--- src/rtl/aes128_mmio_host.sv ---
// MMIO command host: turns single read/write commands into CCI-P style MMIO
// requests, matches read responses by tid, and reports data, timeouts and
// rejected (misaligned) commands.

package ccip_if_pkg;

    typedef struct packed {
        logic [15:0] address;
        logic [1:0]  length;
        logic        rsvd;
        logic [8:0]  tid;
    } t_ccip_c0_ReqMmioHdr;

    typedef struct packed {
        t_ccip_c0_ReqMmioHdr hdr;
        logic [63:0]         data;
        logic                rspValid;
        logic                mmioRdValid;
        logic                mmioWrValid;
    } t_if_ccip_c0_Rx;

    typedef struct packed {
        logic [8:0] tid;
    } t_ccip_c2_RspMmioHdr;

    typedef struct packed {
        t_ccip_c2_RspMmioHdr hdr;
        logic                mmioRdValid;
        logic [63:0]         data;
    } t_if_ccip_c2_Tx;

endpackage

module aes128_mmio_host
    import ccip_if_pkg::*;
#(
    parameter int unsigned TIMEOUT_CYCLES = 512
) (
    input  logic           clk,
    input  logic           reset_n,
    input  logic           cmd_valid,
    output logic           cmd_ready,
    input  logic           cmd_write,
    input  logic [15:0]    cmd_addr,
    input  logic [63:0]    cmd_data,
    output t_if_ccip_c0_Rx rx_mmio_channel,
    input  t_if_ccip_c2_Tx tx_mmio_channel,
    output logic           rsp_valid,
    output logic [63:0]    rsp_data,
    output logic           rsp_timeout,
    output logic           rsp_error,
    output logic [15:0]    stat_stray,
    output logic [15:0]    stat_timeouts
);

    typedef enum logic [1:0] {StIdle, StIssue, StWait, StDone} state_e;

    state_e         state_q;
    logic [8:0]     cur_tid_q;
    logic [15:0]    timer_q;
    t_if_ccip_c0_Rx rx_q;
    logic           rsp_valid_q;
    logic [63:0]    rsp_data_q;
    logic           rsp_timeout_q;
    logic           rsp_error_q;
    logic [15:0]    stray_q;
    logic [15:0]    timeouts_q;

    logic rsp_match;
    logic expired;
    logic stray;

    // Response matching: rx_q.hdr.tid still holds the tid of the outstanding read.
    always_comb begin
        rsp_match = (state_q == StWait) && tx_mmio_channel.mmioRdValid &&
                    (tx_mmio_channel.hdr.tid == rx_q.hdr.tid);
        expired   = (state_q == StWait) && (timer_q == 16'(TIMEOUT_CYCLES - 1));
        stray     = tx_mmio_channel.mmioRdValid && !rsp_match;
    end

    // Command FSM with registered request, response and statistics outputs.
    always_ff @(posedge clk or negedge reset_n) begin
        if (!reset_n) begin
            state_q       <= StIdle;
            cur_tid_q     <= '0;
            timer_q       <= '0;
            rx_q          <= '0;
            rsp_valid_q   <= 1'b0;
            rsp_data_q    <= '0;
            rsp_timeout_q <= 1'b0;
            rsp_error_q   <= 1'b0;
            stray_q       <= '0;
            timeouts_q    <= '0;
        end else begin
            if (stray && (stray_q != 16'hFFFF)) begin
                stray_q <= stray_q + 16'd1;
            end
            unique case (state_q)
                StIdle: begin
                    if (cmd_valid) begin
                        if (cmd_addr[0]) begin
                            // Misaligned: reject without touching the bus.
                            state_q       <= StDone;
                            rsp_valid_q   <= 1'b1;
                            rsp_error_q   <= 1'b1;
                            rsp_timeout_q <= 1'b0;
                            rsp_data_q    <= '0;
                        end else begin
                            state_q              <= StIssue;
                            rx_q.hdr.address     <= cmd_addr;
                            rx_q.hdr.length      <= 2'b01;
                            rx_q.hdr.rsvd        <= 1'b0;
                            rx_q.hdr.tid         <= cmd_write ? 9'd0 : cur_tid_q;
                            rx_q.data            <= cmd_data;
                            rx_q.mmioWrValid     <= cmd_write;
                            rx_q.mmioRdValid     <= !cmd_write;
                        end
                    end
                end
                StIssue: begin
                    rx_q.mmioWrValid <= 1'b0;
                    rx_q.mmioRdValid <= 1'b0;
                    if (rx_q.mmioRdValid) begin
                        cur_tid_q <= cur_tid_q + 9'd1;
                        timer_q   <= '0;
                        state_q   <= StWait;
                    end else begin
                        state_q <= StIdle;
                    end
                end
                StWait: begin
                    timer_q <= timer_q + 16'd1;
                    // A match in the expiry cycle still wins.
                    if (rsp_match) begin
                        state_q       <= StDone;
                        rsp_valid_q   <= 1'b1;
                        rsp_data_q    <= tx_mmio_channel.data;
                        rsp_timeout_q <= 1'b0;
                        rsp_error_q   <= 1'b0;
                    end else if (expired) begin
                        state_q       <= StDone;
                        rsp_valid_q   <= 1'b1;
                        rsp_data_q    <= '0;
                        rsp_timeout_q <= 1'b1;
                        rsp_error_q   <= 1'b0;
                        if (timeouts_q != 16'hFFFF) begin
                            timeouts_q <= timeouts_q + 16'd1;
                        end
                    end
                end
                StDone: begin
                    rsp_valid_q <= 1'b0;
                    state_q     <= StIdle;
                end
                default: state_q <= StIdle;
            endcase
        end
    end

    assign cmd_ready       = (state_q == StIdle);
    assign rx_mmio_channel = rx_q;
    assign rsp_valid       = rsp_valid_q;
    assign rsp_data        = rsp_data_q;
    assign rsp_timeout     = rsp_timeout_q;
    assign rsp_error       = rsp_error_q;
    assign stat_stray      = stray_q;
    assign stat_timeouts   = timeouts_q;

endmodule

--- config.mk ---
export PLATFORM = sky130hd
export DESIGN_NAME = aes128_mmio_host
export DESIGN_NICKNAME = d
export VERILOG_FILES = /design/src/rtl/aes128_mmio_host.sv
export SDC_FILE = /design/constraint.sdc
export NUM_CORES = 1
export LEC_CHECK = 0
export BUFFER_PORTS_ARGS = -buffer_cell sky130_fd_sc_hd__buf_4
export CORE_ASPECT_RATIO = 0.5
export CORE_MARGIN = 3
export CORE_UTILIZATION = 52
export CTS_BUF_LIST = sky130_fd_sc_hd__clkbuf_16
export DETAILED_ROUTE_END_ITERATION = 12
export PLACE_DENSITY = 0.83
export SLEW_MARGIN = 10
export SYNTH_ARGS = -nofsm -noshare
export SYNTH_HDL_FRONTEND = slang
export SYNTH_SLANG_ARGS = --single-unit
--- constraint.sdc ---
create_clock -name clk -period 4.25 [get_ports clk]
set_input_delay 0.425 -clock clk [delete_from_list [all_inputs] [get_ports clk]]
set_output_delay 0.425 -clock clk [all_outputs]
set_load 0.02 [all_outputs]
[Word-level counts from Yosys, hierarchy flattened]
Cells that the tools add are included.
Word-level totals
  register bits: 217
  input port bits: 158
  output and inout port bits: 195
Cells by class
  bitwise operators: 2
  reductions and logical operators: 20
  equality and inequality tests: 12
  mux-type cells: 29
  $add $sub $neg: 4
Operator list (count)
  $mux 64: 4
  $pmux 64 s2: 1
  $add 16x1->16 const B: 3
  $ne 16x16->1 const B: 2
  $pmux 16 s2: 1
  $eq 16x9->1 const B: 1
  $mux 16: 1
  $mux 2: 7
  $reduce_and 4->1: 3
  $add 9x1->9 const B: 1
  $eq 9x9->1: 1
  $mux 1: 9
  $mux 9: 1
  $pmux 2 s4: 1
  $ne 2x2->1 const B: 3
  $reduce_and 2->1: 3
  $reduce_and 3->1: 2
  $reduce_bool 2->1: 3
  $logic_and 1x1->1: 5
  $eq 2x2->1 const B: 2
  $pmux 1 s2: 2
  $pmux 2 s2: 1
  $ne 3x3->1 const B: 1
  $pmux 1 s3: 1
  other kinds (6): 8

[Depth between registers and ports, before layout]
  word-level depth: 6
  mapped depth: 8
  gate-level depth less buffers: 6

[Worst setup path after synthesis]
No wires, ideal clock.
  path kind: register to register
  start: register timer_q[0]
  end: register timeouts_q[1] (netlist: stat_timeouts[1])
  slack: 2.026 ns
  clock period less this slack: 2.224 ns
  buffers on the path: 1
  data required time: 4.125 ns
  arrival: 2.099 ns
  stages on the path, launching flop included: 8
  cells stage by stage: dfrtp_1 > ha_1 > nand3b_1 > or3_1 > or2_1 > buf_6 > nor3_1 > mux2_2
On the way
  cells in the longest elaborated chain, start to end: 3
Ends and longest elaborated chain
  start, declared: RTL line 60  | logic [15:0] timer_q;
  start signal, assigned: RTL line 132  | timer_q <= timer_q + 16'd1;
  $eq 16x9->1: RTL line 77  | expired = (state_q == StWait) && (timer_q == 16'(TIMEOUT_CYCLES - 1));
  $logic_and 1x1->1: RTL line 77
  $reduce_and 4->1 (no source line)
  end signal, assigned: RTL line 147  | timeouts_q <= timeouts_q + 16'd1;
  end, declared: RTL line 67  | logic [15:0] timeouts_q;
No other way between the ends.
A chain may end at the register's enable or synchronous reset.

[Worst setup path in the final report]
  start: register state_q[1]
  end: register rsp_data_q[47] (netlist: rsp_data[47])
On the way
  cells in the longest elaborated chain, start to end: 5
  elaborated cells between the ends (all ways): 12
Ends and longest elaborated chain
  start, declared: RTL line 58  | state_e state_q;
  start signal, assigned: RTL line 84  | state_q <= StIdle;
  start signal, assigned: RTL line 103  | state_q <= StDone;
  start signal, assigned: RTL line 109  | state_q <= StIssue;
  $eq 2x2->1: RTL line 75, 77, 98
  $logic_and 1x1->1 (2 in series): RTL line 75  | rsp_match = (state_q == StWait) && tx_mmio_channel.mmioRdValid &&
  $ne 3x3->1 (no source line) or $mux 64 (tied branches)
  $reduce_and 4->1 (no source line) or $pmux 64 s2 (tied branches)
  end signal, assigned: RTL line 137  | rsp_data_q <= tx_mmio_channel.data;
  end, declared: RTL line 63  | logic [63:0] rsp_data_q;
Parallel ways exist; a longest one is shown, timed or not.

==> results.sh <==
export IMPL_crit_arrival_ns=3.39
export IMPL_layout_min_cycle_time_ns=2.97
export IMPL_grt_overflow=0
export IMPL_place_ws_ns=1.32
export IMPL_totalPowerFinal_mw=7.01
export IMPL_period_share_pct=69.8
export IMPL_fp_dieW_um=191
export IMPL_num_io_pins=353
export IMPL_diodes=0
export IMPL_cts_buffer_depth=3
export IMPL_seq_area_frac_synth_pct=61.2
export IMPL_cts_root_buf="clkbuf_16"
export IMPL_synthCells=852
export IMPL_dp_hpwl_um=18200
export IMPL_yosysMostFrequentCell="nand2_1"
export IMPL_hold_viol=0
export IMPL_critPathLaunchType="flip-flop"
export IMPL_tightest_slew_ns=1.16
export IMPL_grt_pass1_vias=7564
export IMPL_final_cells=1427
export IMPL_dieArea_um2=18800
export IMPL_cts_resized=0
export IMPL_grt_max_degree=134
export IMPL_status="finished, final reports clean"
export IMPL_initial_core_util_pct=53.6
export IMPL_synth_top_area_share_pct=61.2
export IMPL_clock_latency_ns=0.49
export IMPL_power_density_nw_per_um2=571
export IMPL_crit_path_end_kind="flip-flop"
export IMPL_cts_tree="done"
export IMPL_cts_sinks=217
export IMPL_crit_required_ns=4.67
export IMPL_dp_cells=1392
export IMPL_first_iter_violations=429
export IMPL_crit_fanout=42
export IMPL_synthArstFlopShare_pct=100
export IMPL_yosysTopAreaCell="dfrtp_1"
export IMPL_synthTopCellsByArea="dfrtp_1 (61%), nand2_1 (13%), a22o_1 (6.3%), xnor2_1 (2.6%), xor2_1 (2.1%)"
export IMPL_r2r_slack_ns=1.28
export IMPL_syn_area_per_cell_um2=10.4
export IMPL_power_leakage_nw=6.45
export IMPL_post_drt_wl_per_cell_um=17.9
export IMPL_post_route_util_pct=74.1
export IMPL_die_y_um=98.4
export IMPL_r2r_start="state_q[1]$_DFFE_PN0P_"
export IMPL_gp_congestion=0.838
export IMPL_hold_class="primary input to asynchronous set/reset pin"
export IMPL_vias_per_cell=5.33
export IMPL_max_cap_viol_count=0
export IMPL_antenna_found_initial=0
export IMPL_wl_um=25500
export IMPL_tns_ns=0
export IMPL_slew_viol_final=0
export IMPL_drc=0
export IMPL_grt_setup_unrepaired="false"
export IMPL_hold_slack_ns=0.0731
export IMPL_layout_drive_gt1_share_pct=32.9
export IMPL_synth_flop_cell="dfrtp_1"
export IMPL_cts_setup_buffers=0
export IMPL_final_area_um2=12300
export IMPL_worstReg2RegEnd="rsp_data[47]$_DFFE_PN0P_"
export IMPL_portBuffers=348
export IMPL_clock_skew_ns=0.00716
export IMPL_critical_path_class="flip-flop to flip-flop"
export IMPL_r2r_worst_path_cells=6
export IMPL_slew_headroom_pct=21.7
export IMPL_finalWorstSetupSlack_ns=1.28
export IMPL_nNetsFinal=1349
export IMPL_clk_pin_slew_worst_paths_ns=0.07
export IMPL_synth_edff_count=0
export IMPL_place_area_um2=11700
export IMPL_cts_buffers_inserted=20
export IMPL_h_tree_depth=1
export IMPL_syn_to_final_growth_pct=38.2
export IMPL_ir_worst_vdd_mv=0.452
export IMPL_core_area_um2=16600
export IMPL_dr_pass1_iters=5
export IMPL_ant_nets=0
export IMPL_ys_warn_count=1
export IMPL_vias=7608
export IMPL_ys_types=47
export IMPL_grt_pass1_wl_um=40000
export IMPL_synthTopCellsByCount="nand2_1 (297), dfrtp_1 (217), a22o_1 (64)"
export IMPL_synth_area_um2=8880
export IMPL_fmax_mhz=337
export IMPL_fp_row_count=33
export IMPL_setup_viol=0
export IMPL_grt_util_all_layers_pct=26.4
export IMPL_ys_seq_elements=217
export IMPL_postCtsHoldBufs=0
kinds of logic after synthesis:
family / share of synthesized area [%]
adders and majority gates: 0.564
DFF: 61.2
other: 0.0422
muxes: 0.958
xor gates and xnor gates: 4.64
and+or+nand+nor: 21.4
buffers and inverters: 2.56
AOI/OAI and AO/OA: 8.65
flip-flops by register name (all words and copies together) (netlist names):
| name | count |
|---|---|
| cur_tid_q | 9 |
| rsp_data | 64 |
| rsp_error | 1 |
| rsp_timeout | 1 |
| rsp_valid | 1 |
| rx_mmio_channel | 91 |
| stat_stray | 16 |
| stat_timeouts | 16 |
| state_q | 2 |
| timer_q | 16 |
layer usage:
| metal | vias up | GRT usage, % | routed length, um |
|---|---|---|---|
| met5 | - | 0 | 0 |
| met4 | 0 | 6.87 | 569 |
| met3 | 44 | 6.89 | 1840 |
| met2 | 297 | 44.6 | 12500 |
| met1 | 3702 | 34.5 | 10600 |
| li1 | 3565 | - | - |
cell type report:
type                            instances  area (um2)
Sequential cell                       217        5430
Fill cell                            1172        4290
Multi-Input combinational cell        587        3260
Timing Repair Buffer                  356        2680
Clock buffer                           21         526
Tap cell                              227         284
Clock inverter                         14        67.6
Inverter                                5        18.8
power by group:
group          leakage, nW  internal (mW)  switching [mW]  total, mW
Sequential            2.81           2.56           0.375       2.93
Combinational         3.33          0.962            1.45       2.41
Clock                0.306          0.897           0.768       1.67
Total                 6.45           4.42            2.59       7.01
how the worst max path moves through the flow:
stage | from | endpoint | slack, ns | cells past startpoint
final | state_q[1]$_DFFE_PN0P_ | rsp_data[47]$_DFFE_PN0P_ | 1.28 | 6
after global routing | state_q[1]$_DFFE_PN0P_ | rsp_data[44]$_DFFE_PN0P_ | 1.04 | 6
after CTS | state_q[1]$_DFFE_PN0P_ | rsp_data[44]$_DFFE_PN0P_ | 1.31 | 6
after detailed placement | state_q[1]$_DFFE_PN0P_ | rsp_data[44]$_DFFE_PN0P_ | 1.32 | 6
after global placement | state_q[1]$_DFFE_PN0P_ | rsp_data[4]$_DFFE_PN0P_ | 1.48 | 6
after floorplan | timer_q[0]$_DFFE_PN0P_ | stat_timeouts[1]$_DFFE_PN0P_ | 2.03 | 7
worst max-delay path: stages (launching register included):
cell	delay (ns)
dfrtp_1	0.61
and2b_1	0.43
nand3_1	0.24
nor4_4	0.48
buf_4	0.48
buf_4	0.42
a22o_1	0.21
layout by cell type, fill, tap and decap left out, types with 3 or more instances in the layout:
cell type | netlist | routed
buf_4 | 4 | 355
nand2_1 | 297 | 296
dfrtp_1 | 217 | 217
a22o_1 | 64 | 64
xnor2_1 | 26 | 26
nand4_1 | 22 | 22
xor2_1 | 21 | 21
clkbuf_16 | 0 | 21
nand3_1 | 19 | 19
nor2_1 | 17 | 17
o21ai_0 | 16 | 16
nor4_1 | 14 | 13
nor3_1 | 12 | 11
nand3b_1 | 10 | 10
inv_1 | 5 | 9
and3_1 | 9 | 9
clkinv_1 | 0 | 5
a21oi_1 | 4 | 4
mux2i_1 | 4 | 4
nand4b_1 | 4 | 4
mux2_2 | 4 | 4
ha_1 | 4 | 4
conb_1 | 1 | 4
a31oi_1 | 3 | 3
o31ai_1 | 3 | 3
nor4b_1 | 3 | 3
clkinv_2 | 0 | 3
No activity file was read; power rests on OpenSTA's default activity.
